==> config.mk <==
export PLATFORM = sky130hd
export DESIGN_NAME = mem_port_arbiter_flat
export DESIGN_NICKNAME = d
export VERILOG_FILES = /design/src/rtl/mem_port_arbiter_pkg.sv /design/src/rtl/mem_port_arbiter_if.sv /design/src/rtl/mem_port_arbiter_byte_packer.sv /design/src/rtl/mem_port_arbiter.sv /design/src/flat_wrapper.sv
export SDC_FILE = /design/constraint.sdc
export NUM_CORES = 1
export LEC_CHECK = 0
export ABC_CLOCK_PERIOD_IN_PS = 5640
export CELL_PAD_IN_SITES_DETAIL_PLACEMENT = 0
export CELL_PAD_IN_SITES_GLOBAL_PLACEMENT = 2
export CORE_MARGIN = 2
export CORE_UTILIZATION = 30
export CTS_CLUSTER_DIAMETER = 40
export DETAILED_ROUTE_END_ITERATION = 10
export HOLD_SLACK_MARGIN = 0.06
export PLACE_DENSITY_LB_ADDON = 0.05
export SYNTH_ARGS = -nofsm -noshare
export SYNTH_HDL_FRONTEND = slang
export SYNTH_SLANG_ARGS = --single-unit
==> constraint.sdc <==
create_clock -name clk -period 5.64 [get_ports clk]
set_input_delay 1.128 -clock clk [delete_from_list [all_inputs] [get_ports clk]]
set_output_delay 1.128 -clock clk [all_outputs]
set_load 0.05 [all_outputs]
==> src/rtl/mem_port_arbiter_pkg.sv <==
// mem_port_arbiter_pkg: loader FSM state type and system mode encodings shared by the arbiter and its bench
package mem_port_arbiter_pkg;
  typedef enum logic [1:0] {IDLE, HDR, DATA, DONE} state_e;
  localparam logic [2:0] MODE_LOAD = 3'd1;
  localparam logic [2:0] MODE_EXEC = 3'd2;
endpackage

==> src/rtl/mem_port_arbiter_if.sv <==
// mem_port_arbiter_if: execute-stage request/response plus the single data-BRAM port
// master: the arbiter (drives stall/rdata/rvalid and the BRAM address/data/write enable)
// slave:  the environment (execute stage requests, BRAM returns registered read data)
interface mem_port_arbiter_if #(
  parameter int ADDR_W = 15
);
  logic ex_req, ex_we, ex_stall, ex_rvalid, bram_we;
  logic [31:0] ex_addr, ex_wdata, ex_rdata, bram_din, bram_dout;
  logic [ADDR_W-1:0] bram_addr;
  modport master (
    input  ex_req, ex_we, ex_addr, ex_wdata, bram_dout,
    output ex_stall, ex_rdata, ex_rvalid, bram_addr, bram_din, bram_we
  );
  modport slave (
    output ex_req, ex_we, ex_addr, ex_wdata, bram_dout,
    input  ex_stall, ex_rdata, ex_rvalid, bram_addr, bram_din, bram_we
  );
endinterface

==> src/rtl/mem_port_arbiter_byte_packer.sv <==
// byte_packer: assembles four strobed bytes, first byte as MSB, into a 32-bit word
// Ports: clk, rst (async active-high); clr restarts the word; en/din accept one byte;
//        word/word_valid present the completed word in the cycle its 4th byte arrives.
module byte_packer (
  input  logic        clk,
  input  logic        rst,
  input  logic        clr,
  input  logic        en,
  input  logic [7:0]  din,
  output logic [31:0] word,
  output logic        word_valid
);
  logic [1:0] cnt_q, cnt_d;
  logic [23:0] sh_q, sh_d;
  always_comb begin
    cnt_d = clr ? 2'd0 : en ? cnt_q + 2'd1 : cnt_q;
    sh_d = clr ? 24'd0 : en ? {sh_q[15:0], din} : sh_q;
  end
  always_ff @(posedge clk or posedge rst)
    if (rst) begin
      cnt_q <= '0;
      sh_q <= '0;
    end else begin
      cnt_q <= cnt_d;
      sh_q <= sh_d;
    end
  assign word = {sh_q, din};
  assign word_valid = en && cnt_q == 2'd3;
endmodule

==> src/rtl/mem_port_arbiter.sv <==
// mem_port_arbiter: shares the data-BRAM port between the UART program loader and the execute stage
// Ports: clk, rst (async active-high); mode (1 load, 2 exec); rx_data/rx_valid UART bytes;
//        bus (master) carries execute request/stall/read data and the BRAM port;
//        load_done pulse, sticky load_err, load_sum byte checksum.
// Build option MEM_ARB_CHECKSUM_EN: accumulate load_sum; otherwise load_sum is tied to 0.
module mem_port_arbiter
  import mem_port_arbiter_pkg::*;
#(
  parameter int ADDR_W = 15
) (
  input  logic               clk,
  input  logic               rst,
  input  logic [2:0]         mode,
  input  logic [7:0]         rx_data,
  input  logic               rx_valid,
  mem_port_arbiter_if.master bus,
  output logic               load_done,
  output logic               load_err,
  output logic [7:0]         load_sum
);
  state_e state_q, state_d;
  logic [31:0] n_q, n_d, wcnt_q, wcnt_d, din_q, din_d, word;
  logic [ADDR_W-1:0] addr_q, addr_d;
  logic we_q, we_d, done_q, done_d, err_q, err_d, rvalid_q, rvalid_d;
  logic load, active, en, word_valid, hdr_end, last, owns;
  logic unused_addr_bits;
  assign load = mode == MODE_LOAD;
  assign active = state_q == HDR || state_q == DATA;
  assign en = active && load && rx_valid;
  assign hdr_end = state_q == HDR && word_valid;
  assign last = state_q == DATA && word_valid && wcnt_q == n_q - 32'd1;
  assign unused_addr_bits = ^{bus.ex_addr[31:ADDR_W+2], bus.ex_addr[1:0]};
  byte_packer u_packer (
    .clk(clk), .rst(rst), .clr(!active), .en(en), .din(rx_data),
    .word(word), .word_valid(word_valid)
  );
  always_ff @(posedge clk or posedge rst)
    if (rst) state_q <= IDLE;
    else state_q <= state_d;
  always_comb begin
    state_d = state_q;
    unique case (state_q)
      IDLE: state_d = load ? HDR : IDLE;
      HDR:  state_d = !load ? IDLE : !word_valid ? HDR : word == 32'd0 ? DONE : DATA;
      DATA: state_d = !load ? IDLE : last ? DONE : DATA;
      DONE: state_d = load ? DONE : IDLE;
    endcase
  end
  // Words past the BRAM depth are counted (so the load still completes) but never written.
  always_comb begin
    n_d = hdr_end ? word : n_q;
    wcnt_d = hdr_end ? 32'd0 : state_q == DATA && word_valid ? wcnt_q + 32'd1 : wcnt_q;
    we_d = state_q == DATA && word_valid && (wcnt_q >> ADDR_W) == 32'd0;
    addr_d = we_d ? wcnt_q[ADDR_W-1:0] : addr_q;
    din_d = we_d ? word : din_q;
    done_d = (hdr_end && word == 32'd0) || last;
    err_d = state_q == IDLE && load ? 1'b0
          : (active && !load) || (hdr_end && word != 32'd0 && ((word - 32'd1) >> ADDR_W) != 32'd0) ? 1'b1
          : err_q;
    rvalid_d = bus.ex_req && !bus.ex_we && !owns;
  end
  always_ff @(posedge clk or posedge rst)
    if (rst) begin
      n_q <= '0;
      wcnt_q <= '0;
      addr_q <= '0;
      din_q <= '0;
      we_q <= 1'b0;
      done_q <= 1'b0;
      err_q <= 1'b0;
      rvalid_q <= 1'b0;
    end else begin
      n_q <= n_d;
      wcnt_q <= wcnt_d;
      addr_q <= addr_d;
      din_q <= din_d;
      we_q <= we_d;
      done_q <= done_d;
      err_q <= err_d;
      rvalid_q <= rvalid_d;
    end
  // The loader keeps the port through the load_done cycle so its final registered write lands first.
  always_comb begin
    owns = active || done_q;
    bus.ex_stall = bus.ex_req && owns;
    bus.bram_addr = owns ? addr_q : bus.ex_addr[ADDR_W+1:2];
    bus.bram_din = owns ? din_q : bus.ex_wdata;
    bus.bram_we = owns ? we_q : bus.ex_req && bus.ex_we;
  end
  assign bus.ex_rdata = bus.bram_dout;
  assign bus.ex_rvalid = rvalid_q;
  assign load_done = done_q;
  assign load_err = err_q;
`ifdef MEM_ARB_CHECKSUM_EN
  logic [7:0] sum_q, sum_d;
  always_comb sum_d = state_q == IDLE && load ? 8'd0 : en ? sum_q + rx_data : sum_q;
  always_ff @(posedge clk or posedge rst)
    if (rst) sum_q <= '0;
    else sum_q <= sum_d;
  assign load_sum = sum_q;
`else
  assign load_sum = 8'd0;
`endif
endmodule

==> src/flat_wrapper.sv <==
// flat-port wrapper written by rule: the top's interface ports become plain ports
module mem_port_arbiter_flat import mem_port_arbiter_pkg::*;
#(
  parameter int ADDR_W = 15
)
  (clk, rst, mode, rx_data, rx_valid, load_done, load_err, load_sum, bus_ex_req, bus_ex_we, bus_ex_addr, bus_ex_wdata, bus_bram_dout, bus_ex_stall, bus_ex_rdata, bus_ex_rvalid, bus_bram_addr, bus_bram_din, bus_bram_we);
  mem_port_arbiter_if #(.ADDR_W(ADDR_W)) bus_i ();
  input  logic clk;
  input  logic rst;
  input  logic [2:0] mode;
  input  logic [7:0] rx_data;
  input  logic rx_valid;
  output logic load_done;
  output logic load_err;
  output logic [7:0] load_sum;
  input wire logic [$bits(bus_i.ex_req)-1:0] bus_ex_req;
  input wire logic [$bits(bus_i.ex_we)-1:0] bus_ex_we;
  input wire logic [$bits(bus_i.ex_addr)-1:0] bus_ex_addr;
  input wire logic [$bits(bus_i.ex_wdata)-1:0] bus_ex_wdata;
  input wire logic [$bits(bus_i.bram_dout)-1:0] bus_bram_dout;
  output wire logic [$bits(bus_i.ex_stall)-1:0] bus_ex_stall;
  output wire logic [$bits(bus_i.ex_rdata)-1:0] bus_ex_rdata;
  output wire logic [$bits(bus_i.ex_rvalid)-1:0] bus_ex_rvalid;
  output wire logic [$bits(bus_i.bram_addr)-1:0] bus_bram_addr;
  output wire logic [$bits(bus_i.bram_din)-1:0] bus_bram_din;
  output wire logic [$bits(bus_i.bram_we)-1:0] bus_bram_we;
  assign bus_i.ex_req = bus_ex_req;
  assign bus_i.ex_we = bus_ex_we;
  assign bus_i.ex_addr = bus_ex_addr;
  assign bus_i.ex_wdata = bus_ex_wdata;
  assign bus_i.bram_dout = bus_bram_dout;
  assign bus_ex_stall = bus_i.ex_stall;
  assign bus_ex_rdata = bus_i.ex_rdata;
  assign bus_ex_rvalid = bus_i.ex_rvalid;
  assign bus_bram_addr = bus_i.bram_addr;
  assign bus_bram_din = bus_i.bram_din;
  assign bus_bram_we = bus_i.bram_we;
  mem_port_arbiter #(.ADDR_W(ADDR_W)) u_core (.clk(clk), .rst(rst), .mode(mode), .rx_data(rx_data), .rx_valid(rx_valid), .bus(bus_i), .load_done(load_done), .load_err(load_err), .load_sum(load_sum));
endmodule
Word-level counts from Yosys, hierarchy flattened
Cells that the tools add are included.
W data, S select, Z words.
{ "word_totals": {"ff_bits": 143, "input_bits": 112, "output_inout_bits": 92, "elab_cells": 71} }
{ "classes": {"n_addsub": 4, "eq_ne": 7, "n_mux": 19, "reduce_logical": 30} }
{ "op_table": {"columns": ["op", "n"], "rows": [
  ["$mux W32", 3],
  ["$logic_not A32 Y1", 2],
  ["$reduce_bool A32 Y1", 2],
  ["$sub A32 B1 Y32 const B", 2],
  ["$mux W24", 2],
  ["$add A32 B1 Y32 const B", 1],
  ["$eq A32 B32 Y1", 1],
  ["$logic_and A1 B1 Y1", 16],
  ["$mux W15", 1],
  ["$mux W2", 6],
  ["$pmux W2 S4", 1],
  ["$eq A2 B2 Y1 const B", 3],
  ["$mux W1", 6],
  ["$logic_or A1 B1 Y1", 4],
  ["$reduce_bool A2 Y1", 2],
  ["$eq A3 B1 Y1 const B", 1],
  ["$logic_not A1 Y1", 3],
  ["$add A2 B1 Y2 const B", 1],
  ["$eq A2 B1 Y1 const B", 1],
  ["$logic_not A2 Y1", 1],
  ["$ne A2 B2 Y1 const B", 1]
]} }

Longest topological paths before layout
Gate-level depths: netlist of run 1.
{ "depth": {"ltp_word": 11, "mapped_depth": 10, "mapped_depth_nobuf": 10} }

Hierarchy
From an unflattened synthesis of run 1, not the netlist that was laid out.
{ "unflattened": {"cells_unflattened": 803, "hier_area_um2": 8050.2} }
{ "by_module_without_submodules": {"columns": ["mod", "instances", "cells_each", "area_each_um2", "seq_area_each_um2"], "rows": [
  ["mem_port_arbiter", 1, 708, 6891.6, 2927.8],
  ["byte_packer", 1, 95, 1158.6, 650.6]
]} }

Least setup slack after synthesis of run 1
No wires, ideal clock.
{ "synth_path": {"path_kind": "register -> output", "from": "reg u_core.state_q[0]", "to": "out bus_bram_din[23]", "arrival_time_ns": 2.149, "required_time_ns": 4.512, "path_slack_ns": 2.363, "path_stages_with_launch": 7, "path_buffers": 2, "cell_sequence": "dfrtp_1 > inv_1 > ha_1 > nor2_1 > buf_1 > clkbuf_1 > mux2_2"} }
{ "synth_via": {"elab_chain_cells": 4, "word_cells_on_any_way": 5, "classes_between": "eq/ne (2); mux (1); reduce/logical (2)"} }
{ "synth_rtl": {"columns": ["item", "line", "rtl"], "rows": [
  ["from (decl)", "mem_port_arbiter.sv:21", "state_e state_q, state_d;"],
  ["from (signal assigned)", "mem_port_arbiter.sv:39", "else state_q <= state_d;"],
  ["$eq A2 B1 Y1 or $eq A2 B2 Y1 (tied branches)", "mem_port_arbiter.sv:28", "assign active = state_q == HDR || state_q == DATA;"],
  ["$logic_or A1 B1 Y1 (*)", "mem_port_arbiter.sv:28", null],
  ["$logic_or A1 B1 Y1 (*)", "mem_port_arbiter.sv:84", "owns = active || done_q;"],
  ["$mux W32 (*)", "mem_port_arbiter.sv:87", "bus.bram_din = owns ? din_q : bus.ex_wdata;"],
  ["to (decl)", "flat_wrapper.sv:25", "output wire logic [$bits(bus_i.bram_din)-1:0] bus_bram_din;"]
]} }
Every way passes the cells marked *; elsewhere a longest branch is shown, timed or not.

Final worst setup path of run 1
{ "layout_path": {"from": "reg u_core.state_q[0]", "to": "out bus_bram_din[1]"} }
Same word-level chain as after synthesis.

==> results.yml, run 1 <==
synth:
  ys_seq_area_share_pct: 44.54
  synth_cell_types: 61
  yosysWarningCount: 0
  synth_top_cell_by_area: "dfrtp_1"
  ys.flop_type: "dfrtp_1"
  synth_edf_count: 0
  ys_top_cells_by_count: "173 x nand2_1, 143 x dfrtp_1, 95 x mux2_2"
  yosysMostFrequentCell: "nand2_1"
  syn_area_sq_mm: 0.008034
  ys_seq_elements: 143
  syn_inst: 841
  async_reset_ff_share_pct: 100.0
  avgSynthCellArea_sq_um: 9.553
  synth_top_area_share_pct: 44.54
  yosys-top-cells-area: "dfrtp_1 45%, mux2_2 13%, nand2_1 8.1%, buf_4 3.8%, xnor2_1 3.8%"
routing:
  dr.pass1.iters: 4
  drc: 0
  ant_nets: 0
  wl_per_cell_um: 17.42
  vias_per_cell: 4.862
  drt_iter0_markers: 316
  postRouteWirelength_um: 21880
  vias: 6107
cts:
  cts_root_buffer: "clkbuf_16"
  cts_hold_buf: 0
  clkTransAtPathRegs_ns: 0.06
  post_cts_resize_count: 0
  post_cts.repair.setup_buffers: 0
  cts_buffers: 17
  cts_tree: "built"
  cts_max_level: 4
  cts_buffer_depth: 2
  cts_num_sinks: 143
  clk_latency_ns: 0.43
cells_and_area:
  layout.nets: 1028
  multi_input_area_sq_mm: 0.003961
  final_core_util_pct: 37.42
  drive_gt1_share_pct: 16.72
  syn_to_final_growth_pct: 22.05
  fill_cells: 2619
  insertedDiodeCount: 0
  seqCellArea_sq_mm: 0.003578
floorplanning:
  start_util_pct: 30.66
  dieArea_sq_mm: 0.02810
  io-pin-count: 204
  rows: 59
  die_w_um: 167.6
  die_y_um: 167.6
  core-area_sq_mm: 0.02621
critical_path:
  start_kind: "flip-flop"
  crit_type: "reg2out"
  cp_max_fo: 22
  crit_arrival_ns: 3.19
  cp-end-kind: "output port"
  required_ns: 4.51
global_route:
  overflow: 0
  grt_pass1_vias: 6303
  grtUsageTotal_pct: 15.99
  grt_max_degree: 65
  antenna_found_initial: 0
  grt_pass1_wl_um: 35450
sta:
  final-hold-violation-count: 0
  setup_viol: 0
  tightestPinTransition_ns: 1.145
  rsz0062_at_grt: "no"
  finalMaxSlewViolations: 0
  min_period_ns: 4.313
  post-route-period-util_pct: 76.48
  finalSetupTns_ns: 0
  fin_worst_skew_ns: 0.01472
  fmax_ghz: 0.2318
  max_slew_margin_pct: 23.24
place:
  dp_hpwl_um: 15800
  port_buffers: 114
  gp_congestion: 0.8282
power:
  p_per_area_mw_per_mm2: 244.3
  p_leak_nw: 4.461
  worst_ir_drop_vdd_mv: 0.1368
status:
  status: "finished, final reports clean"
worst_hold_path:
  hold_path.class: "reg2reg"
job:
  drv_cap: 0
final timing paths:
kind | start | end | slack [ns] | cells after the start
worst min-delay path | u_core.addr_q[9] | u_core.addr_q[9] | 0.50 | 1
worst min register to register | u_core.addr_q[9] | u_core.addr_q[9] | 0.50 | 1
worst max register to register | u_core.state_q[0] | u_core.wcnt_q[29] | 2.08 | 11
min in group asynchronous | rst | u_core.din_q[31] | 1.13 | 2
worst max-delay path | u_core.state_q[0] | bus_bram_din[1] | 1.33 | 6
max in group asynchronous | rst | u_core.wcnt_q[3] | 3.39 | 3
flip-flops by register name, indices dropped and copies added, names as in the netlist:
signal	flops
u_core.u_packer.cnt_q	2
u_core.addr_q	15
u_core.n_q	32
u_core.din_q	32
u_core.state_q	2
u_core.load_done	1
u_core.we_q	1
u_core.load_err	1
u_core.u_packer.sh_q	24
u_core.bus.ex_rvalid	1
u_core.wcnt_q	32
per-layer routing:
layer	global-route usage [%]	up-vias	wire length [um]	share of wire [%]
met1	22.83	2973	11160	51
met4	4.310	0	227	1.0
li1	-	2985	-	-
met3	3.309	19	635	2.9
met2	24.63	130	9854	45
met5	0	-	0	0
where the power goes:
part / total, W / internal [W] / switching (W) / leakage (nW)
Clock: 0.00111 / 0.000589 / 0.000525 / 0.278
Combinational: 0.000255 / 0.000100 / 0.000155 / 2.21
Sequential: 0.00103 / 0.00103 / 0.000000972 / 1.98
Total: 0.00240 / 0.00172 / 0.000681 / 4.46
metrics by stage:
step,area [sq um],power [W],setup WS (ns),hold WS (ns),cells
after floorplan,8060,0.001264,0.6741,0.4669,848
after global placement,9240,0.001303,1.496,0.4865,1224
after detailed placement,9240,0.001305,1.458,0.4940,1224
after CTS,9806,0.002431,1.249,0.5116,1256
after global routing,9806,0.002490,1.129,0.5318,1256
final,9806,0.002396,1.327,0.5044,1256
cell type report:
class	instances	share of cell area, %
flip-flops and latches	143	36.49
clock buffers	18	4.377
multi-input cells	606	40.40
inverters	16	0.6635
well taps	335	4.275
clock inverters	14	1.391
repair buffers	124	12.40
placed cells by master, fill, tap and decap left out, drive strengths merged, types with 2 or more instances in the layout:
cell,instances
clkdlybuf4s50,114
nand3,31
clkinv,3
nand2,173
buf,10
a21oi,14
nor2,46
a211oi,2
nor4,20
nor2b,2
inv,26
nor4b,3
o31ai,4
conb,8
a22oi,3
nor3b,2
xnor2,35
mux2,95
mux2i,2
or3,13
o21ai,39
a31oi,2
and4,5
nor3,18
dfrtp,143
ha,8
xor2,33
clkbuf,18
and3,3
and2,4
or4,3
nand4,18
nand2b,2
logic make-up (layout without fill, tap and decap cells):
family	after synthesis	after routing	share of synthesized area, %
AND/OR/NAND/NOR	348	348	20.64
flip-flops	143	143	44.54
buffers and inverters	99	172	6.712
multiplexers	97	97	13.56
AO/OA/AOI/OAI	76	76	5.716
XOR/XNOR	68	68	7.413
adder cells (fa/ha/maj)	9	9	1.371
other	1	8	0.04668
worst max-delay path, cell delays in order, from the launching register on:
cell and delay, ns:
dfrtp_1 0.38, inv_1 0.09, ha_1 0.34, nor2_4 0.46, buf_4 0.40, mux2_2 0.37, clkdlybuf4s50_1 0.70
Note: power is estimated with default switching activity, not from simulation.
==> run 2, diff against run 1 <==
- ABC_CLOCK_PERIOD_IN_PS: 5640 -> 4400
- clock period: 5.64 -> 4.4 ns (I/O delays scaled with it)
==> run 2 against run 1 <==
  * Final cell count grew 0.24%
  * Clock skew grew 0.0061 ns
  * Sequential share of layout area shrank 0.31 points
  * Die area is the same
  * First-iteration DRC count grew 22%
  * Count of clock-buffer cells in the layout is the same
  * Total power grew 31%
  * Combinational power grew 28%
  * Final area grew 0.87%
  * Non-clock buffer count grew 3
  * Critical path depth is the same
  * Highest routed layer unchanged
==> results.yml, run 2 (synthesis gave the netlist of run 1 again) <==
worst_hold_path:
  worstHoldEndpoint: "u_core.addr_q[14]"
  hold_path.class: "reg2reg"
  whs_path_depth: 1
  worstHoldStart: "u_core.addr_q[14]"
cts:
  cts_tree: "built"
  cts_root_buffer: "clkbuf_16"
  cts_hold_buf: 0
  cts_buffer_depth: 2
  cts_num_sinks: 143
  cts_buffers: 17
  cts_max_level: 4
  post_cts_resize_count: 0
  post_cts.repair.setup_buffers: 0
  clk_latency_ns: 0.43
  clkTransAtPathRegs_ns: 0.06
global_route:
  grt_pass1_wl_um: 34960
  antenna_found_initial: 0
  grt_max_degree: 144
  grtUsageTotal_pct: 15.68
  grt_pass1_vias: 6233
  overflow: 0
cells_and_area:
  fill_cells: 2578
  final_cell_mix: "173 x nand2_1, 143 x dfrtp_1, 114 x clkdlybuf4s50_1"
  insertedDiodeCount: 0
  final_common_cell: "nand2_1"
  reg_top3: "u_core.din_q x32, u_core.n_q x32, u_core.wcnt_q x32"
  layout.nets: 1031
  drive_gt1_share_pct: 17.10
  syn_to_final_growth_pct: 23.11
  final_cell_area_sq_mm: 0.009891
sta:
  final-hold-violation-count: 0
  finalMaxSlewViolations: 0
  min_period_ns: 4.192
  finalSetupTns_ns: 0
  fmax_ghz: 0.2386
  tightestPinTransition_ns: 0.9005
  post-route-period-util_pct: 95.26
  rsz0062_at_grt: "no"
  timing.final.ws_setup_ns: 0.2084
  fin_worst_skew_ns: 0.02078
  max_slew_margin_pct: 39.97
  setup_viol: 0
routing:
  dr.pass1.iters: 5
  vias_per_cell: 4.872
  drt_iter0_markers: 387
  postRouteWirelength_um: 21570
  wl_per_cell_um: 17.13
  ant_nets: 0
  drc: 0
  vias: 6134
place:
  gp_congestion: 0.8223
  dp_hpwl_um: 15410
  port_buffers: 114
  placed_cell_area_sq_mm: 0.009286
  pre_cts_slack_ns: 0.6116
critical_path:
  slowest_delay_ns: 0.70
  r2r_end: "u_core.wcnt_q[25]"
  rr_worst_depth: 10
  r2r_start: "u_core.state_q[0]"
  cp_max_fo: 41
  crit_chain: "inv_1, ha_1, nor2_4, buf_12, mux2_2, clkdlybuf4s50_1"
  required_ns: 3.52
  crit_type: "reg2out"
  start_kind: "flip-flop"
  cp_slowest_cell: "clkdlybuf4s50_1"
  cp-end-kind: "output port"
  r2r_slack_ns: 0.86
  crit_arrival_ns: 3.31
power:
  worst_ir_drop_vdd_mv: 0.1752
  p_leak_nw: 4.502
  p_per_area_mw_per_mm2: 317.7
status:
  status: "finished, final reports clean"
floorplanning:
  rows: 59
  dieArea_sq_mm: 0.02810
  start_util_pct: 30.66
  die_w_um: 167.6
  core-area_sq_mm: 0.02621
  die_y_um: 167.6
  io-pin-count: 204
job:
  drv_cap: 0
==> run 2: changes by cell type in the layout (fill, tap and decap cells not counted), sizes merged <==
cell      change
inv           -2
clkinvlp      +1
buf           +3
bufinv        +1
==> run 2: layout make-up <==
| cell class | instances | area [sq um] | area share, % |
|---|---|---|---|
| Clock buffer | 18 | 439.2 | 4.440 |
| Inverter | 16 | 63.81 | 0.6452 |
| Sequential cell | 143 | 3578 | 36.18 |
| Tap cell | 335 | 419.2 | 4.238 |
| Clock inverter | 14 | 165.2 | 1.670 |
| Multi-Input combinational cell | 606 | 3961 | 40.05 |
| Timing Repair Buffer | 127 | 1264 | 12.78 |
==> run 2: routing by layer <==
metal	wire length, um	track usage (%)	share of wire (%)
met1	10770	22.04	50
met3	716	2.978	3.3
met5	0	0	0
met4	188	3.781	0.87
met2	9888	25.00	46
==> run 2: worst max-delay path, delay by kind of cell (launching register included) <==
| family | cells | cell delay, ns |
|---|---|---|
| flops | 1 | 0.39 |
| fa+ha+maj | 1 | 0.58 |
| buf+inv | 3 | 1.07 |
| simple gates | 1 | 0.42 |
| mux | 1 | 0.38 |
==> run 2: worst max path at each step <==
stage	startpoint	to	slack (ns)
2_1_floorplan	u_core.state_q[0]	bus_bram_din[23]	1.37
3_3_place_gp	u_core.state_q[0]	bus_bram_din[1]	0.70
3_5_place_dp	u_core.state_q[0]	bus_bram_addr[5]	0.61
4_1_cts	u_core.state_q[0]	bus_bram_addr[5]	0.15
5_1_grt	u_core.state_q[0]	bus_bram_addr[14]	0.02
6_report	u_core.state_q[0]	bus_bram_addr[13]	0.21
==> run 2: report_power, final <==
| group | switching [W] | internal [W] |
|---|---|---|
| Clock | 0.000670 | 0.000829 |
| Combinational | 0.000197 | 0.000130 |
| Sequential | 0.00000121 | 0.00132 |
| Total | 0.000868 | 0.00227 |
==> run 2: stage by stage <==
step           power [W]  instances  utilization (%)  hold WS [ns]
6_report        0.003142       1259            37.74        0.5054
5_1_grt         0.003266       1259            37.74        0.5239
4_1_cts         0.003199       1259            37.74        0.5112
3_5_place_dp    0.001673       1227            35.44        0.4920
3_3_place_gp    0.001671       1227            35.44        0.4877
2_1_floorplan   0.001620        848                -        0.4669
==> run 3, diff against run 2 <==
==> constraint.sdc (replaced) <==
create_clock -name clk -period 4.4 [get_ports clk]
set_input_delay 0.66 -clock clk [delete_from_list [all_inputs] [get_ports clk]]
set_output_delay 0.66 -clock clk [all_outputs]
set_load 0.05 [all_outputs]
==> run 3 against run 2 <==
  * Global-route usage is 0.29 points higher
  * Total power shrank 0.16%
  * Register-to-register slack gained 0.03 ns
  * Die area unchanged
  * Sequential power barely moved
  * Sequential cell count unchanged
  * Combinational power barely moved
  * Worst setup slack better by 0.26 ns
  * Count of clock-buffer cells in the layout is the same
  * First-iteration DRC count down 17%
  * Final cell count about the same
  * Critical endpoint is now bus_bram_din[1]
  * Highest routed layer unchanged
==> results.yml, run 3 (synthesis gave the netlist of run 1 again) <==
status:
  status: "finished, final reports clean"
routing:
  drt_iter0_markers: 321
  dr.pass1.iters: 4
  postRouteWirelength_um: 21870
  vias: 6156
  drc: 0
  wl_per_cell_um: 17.38
  vias_per_cell: 4.893
  ant_nets: 0
sta:
  tightestPinTransition_ns: 0.9449
  setup_viol: 0
  finalMaxSlewViolations: 0
  max_slew_margin_pct: 36.87
  final-hold-violation-count: 0
  finalSetupTns_ns: 0
  min_period_ns: 3.930
  rsz0062_at_grt: "no"
  fin_worst_skew_ns: 0.01354
  fmax_ghz: 0.2545
  post-route-period-util_pct: 89.32
cells_and_area:
  seqCellArea_sq_mm: 0.003578
  drive_gt1_share_pct: 17.01
  fin_cells: 1258
  final_cell_mix: "173 x nand2_1, 143 x dfrtp_1, 114 x clkdlybuf4s50_1"
  final_common_cell: "nand2_1"
  reg_top3: "u_core.din_q x32, u_core.n_q x32, u_core.wcnt_q x32"
  insertedDiodeCount: 0
  layout.nets: 1031
  final_core_util_pct: 37.69
  multi_input_area_sq_mm: 0.003961
  fill_cells: 2623
  syn_to_final_growth_pct: 22.96
power:
  power_w: 0.003137
  p_per_area_mw_per_mm2: 317.6
  p_seq_share_pct: 42.0
  combPwrFrac_pct: 10.5
  netSwitchingFraction_pct: 26.42
  worst_ir_drop_vdd_mv: 0.2303
  intPower_w: 0.002308
  power_switching_w: 0.0008289
  clock_power_share_pct: 47.5
  p_leak_nw: 4.492
cts:
  cts_root_buffer: "clkbuf_16"
  cts_max_level: 4
  cts_tree: "built"
  cts_num_sinks: 143
  clk_latency_ns: 0.43
  post_cts.repair.setup_buffers: 0
  cts_buffer_depth: 2
  cts_hold_buf: 0
  cts_buffers: 17
  post_cts_resize_count: 0
  clkTransAtPathRegs_ns: 0.06
critical_path:
  rr_worst_depth: 8
  required_ns: 3.74
  r2r_slack_ns: 0.89
  crit_type: "reg2out"
  crit_start: "u_core.state_q[0]"
  cp_max_fo: 41
  endpoint: "bus_bram_din[1]"
  r2r_end: "u_core.din_q[5]"
  crit_chain: "inv_1, ha_1, nor2_4, buf_12, mux2_2, clkdlybuf4s50_1"
  crit_family: "buffers and inverters"
  crit_arrival_ns: 3.27
  cp_slowest_cell: "clkdlybuf4s50_1"
  cp_num_cells: 6
  cp-end-kind: "output port"
  path_buf_inv: 3
  start_kind: "flip-flop"
  r2r_start: "u_core.state_q[0]"
  slowest_delay_ns: 0.72
place:
  dpl.cell_count: 1227
  gp_congestion: 0.7929
  port_buffers: 114
  dp_hpwl_um: 15730
worst_hold_path:
  worstHoldStart: "u_core.addr_q[0]"
  hold_path.class: "reg2reg"
job:
  drv_cap: 0
global_route:
  grt_max_degree: 72
  overflow: 0
  grtUsageTotal_pct: 15.97
  antenna_found_initial: 0
  grt_pass1_vias: 6372
  grt_pass1_wl_um: 35620
floorplanning:
  die_y_um: 167.6
  core-area_sq_mm: 0.02621
  start_util_pct: 30.66
  rows: 59
  dieArea_sq_mm: 0.02810
  io-pin-count: 204
  die_w_um: 167.6
[run 3: power groups by stage]
| stage | logic [W] | clock network [W] | registers [W] |
|---|---|---|---|
| after global routing | 0.000349 | 0.00159 | 0.00132 |
| after floorplan | 0.000277 | 0 | 0.00134 |
| final | 0.000329 | 0.00149 | 0.00132 |
| after global placement | 0.000331 | 0 | 0.00134 |
| after detailed placement | 0.000333 | 0 | 0.00134 |
| after CTS | 0.000335 | 0.00153 | 0.00132 |
[run 3: final cells by class]
type                       count  share of cell area [%]
clock buffer                  18                   4.446
clock inverter                13                   1.545
inverter                      16                  0.6460
multi-input combinational    606                   40.10
sequential                   143                   36.23
tap                          335                   4.243
timing repair buffer         127                   12.79
[run 3: routing by layer]
metal / routed length (um) / share of wire, % / GRT usage (%) / vias to the layer above
met5: 0 / 0 / 0 / -
met4: 308 / 1.4 / 4.461 / 0
met3: 682 / 3.1 / 2.482 / 33
met2: 10090 / 46 / 25.91 / 131
met1: 10780 / 49 / 22.17 / 3005
li1: - / - / - / 2987
[run 3: worst min-delay path by stage]
| stage | cells after the start | to |
|---|---|---|
| after global routing | 1 | u_core.din_q[31] |
| after detailed placement | 1 | u_core.din_q[31] |
| after CTS | 1 | u_core.addr_q[10] |
| after floorplan | 2 | u_core.n_q[31] |
| after global placement | 1 | u_core.addr_q[10] |
| final | 1 | u_core.addr_q[0] |
[run 3: through the flow]
step | instance area, sq um | hold slack, ns | worst slack (ns)
finish | 9878 | 0.5042 | 0.4700
global route | 9878 | 0.5230 | 0.3010
CTS | 9878 | 0.5103 | 0.4090
detailed placement | 9286 | 0.4935 | 0.8798
global placement | 9286 | 0.4874 | 0.9217
floorplan | 8064 | 0.4669 | 1.591
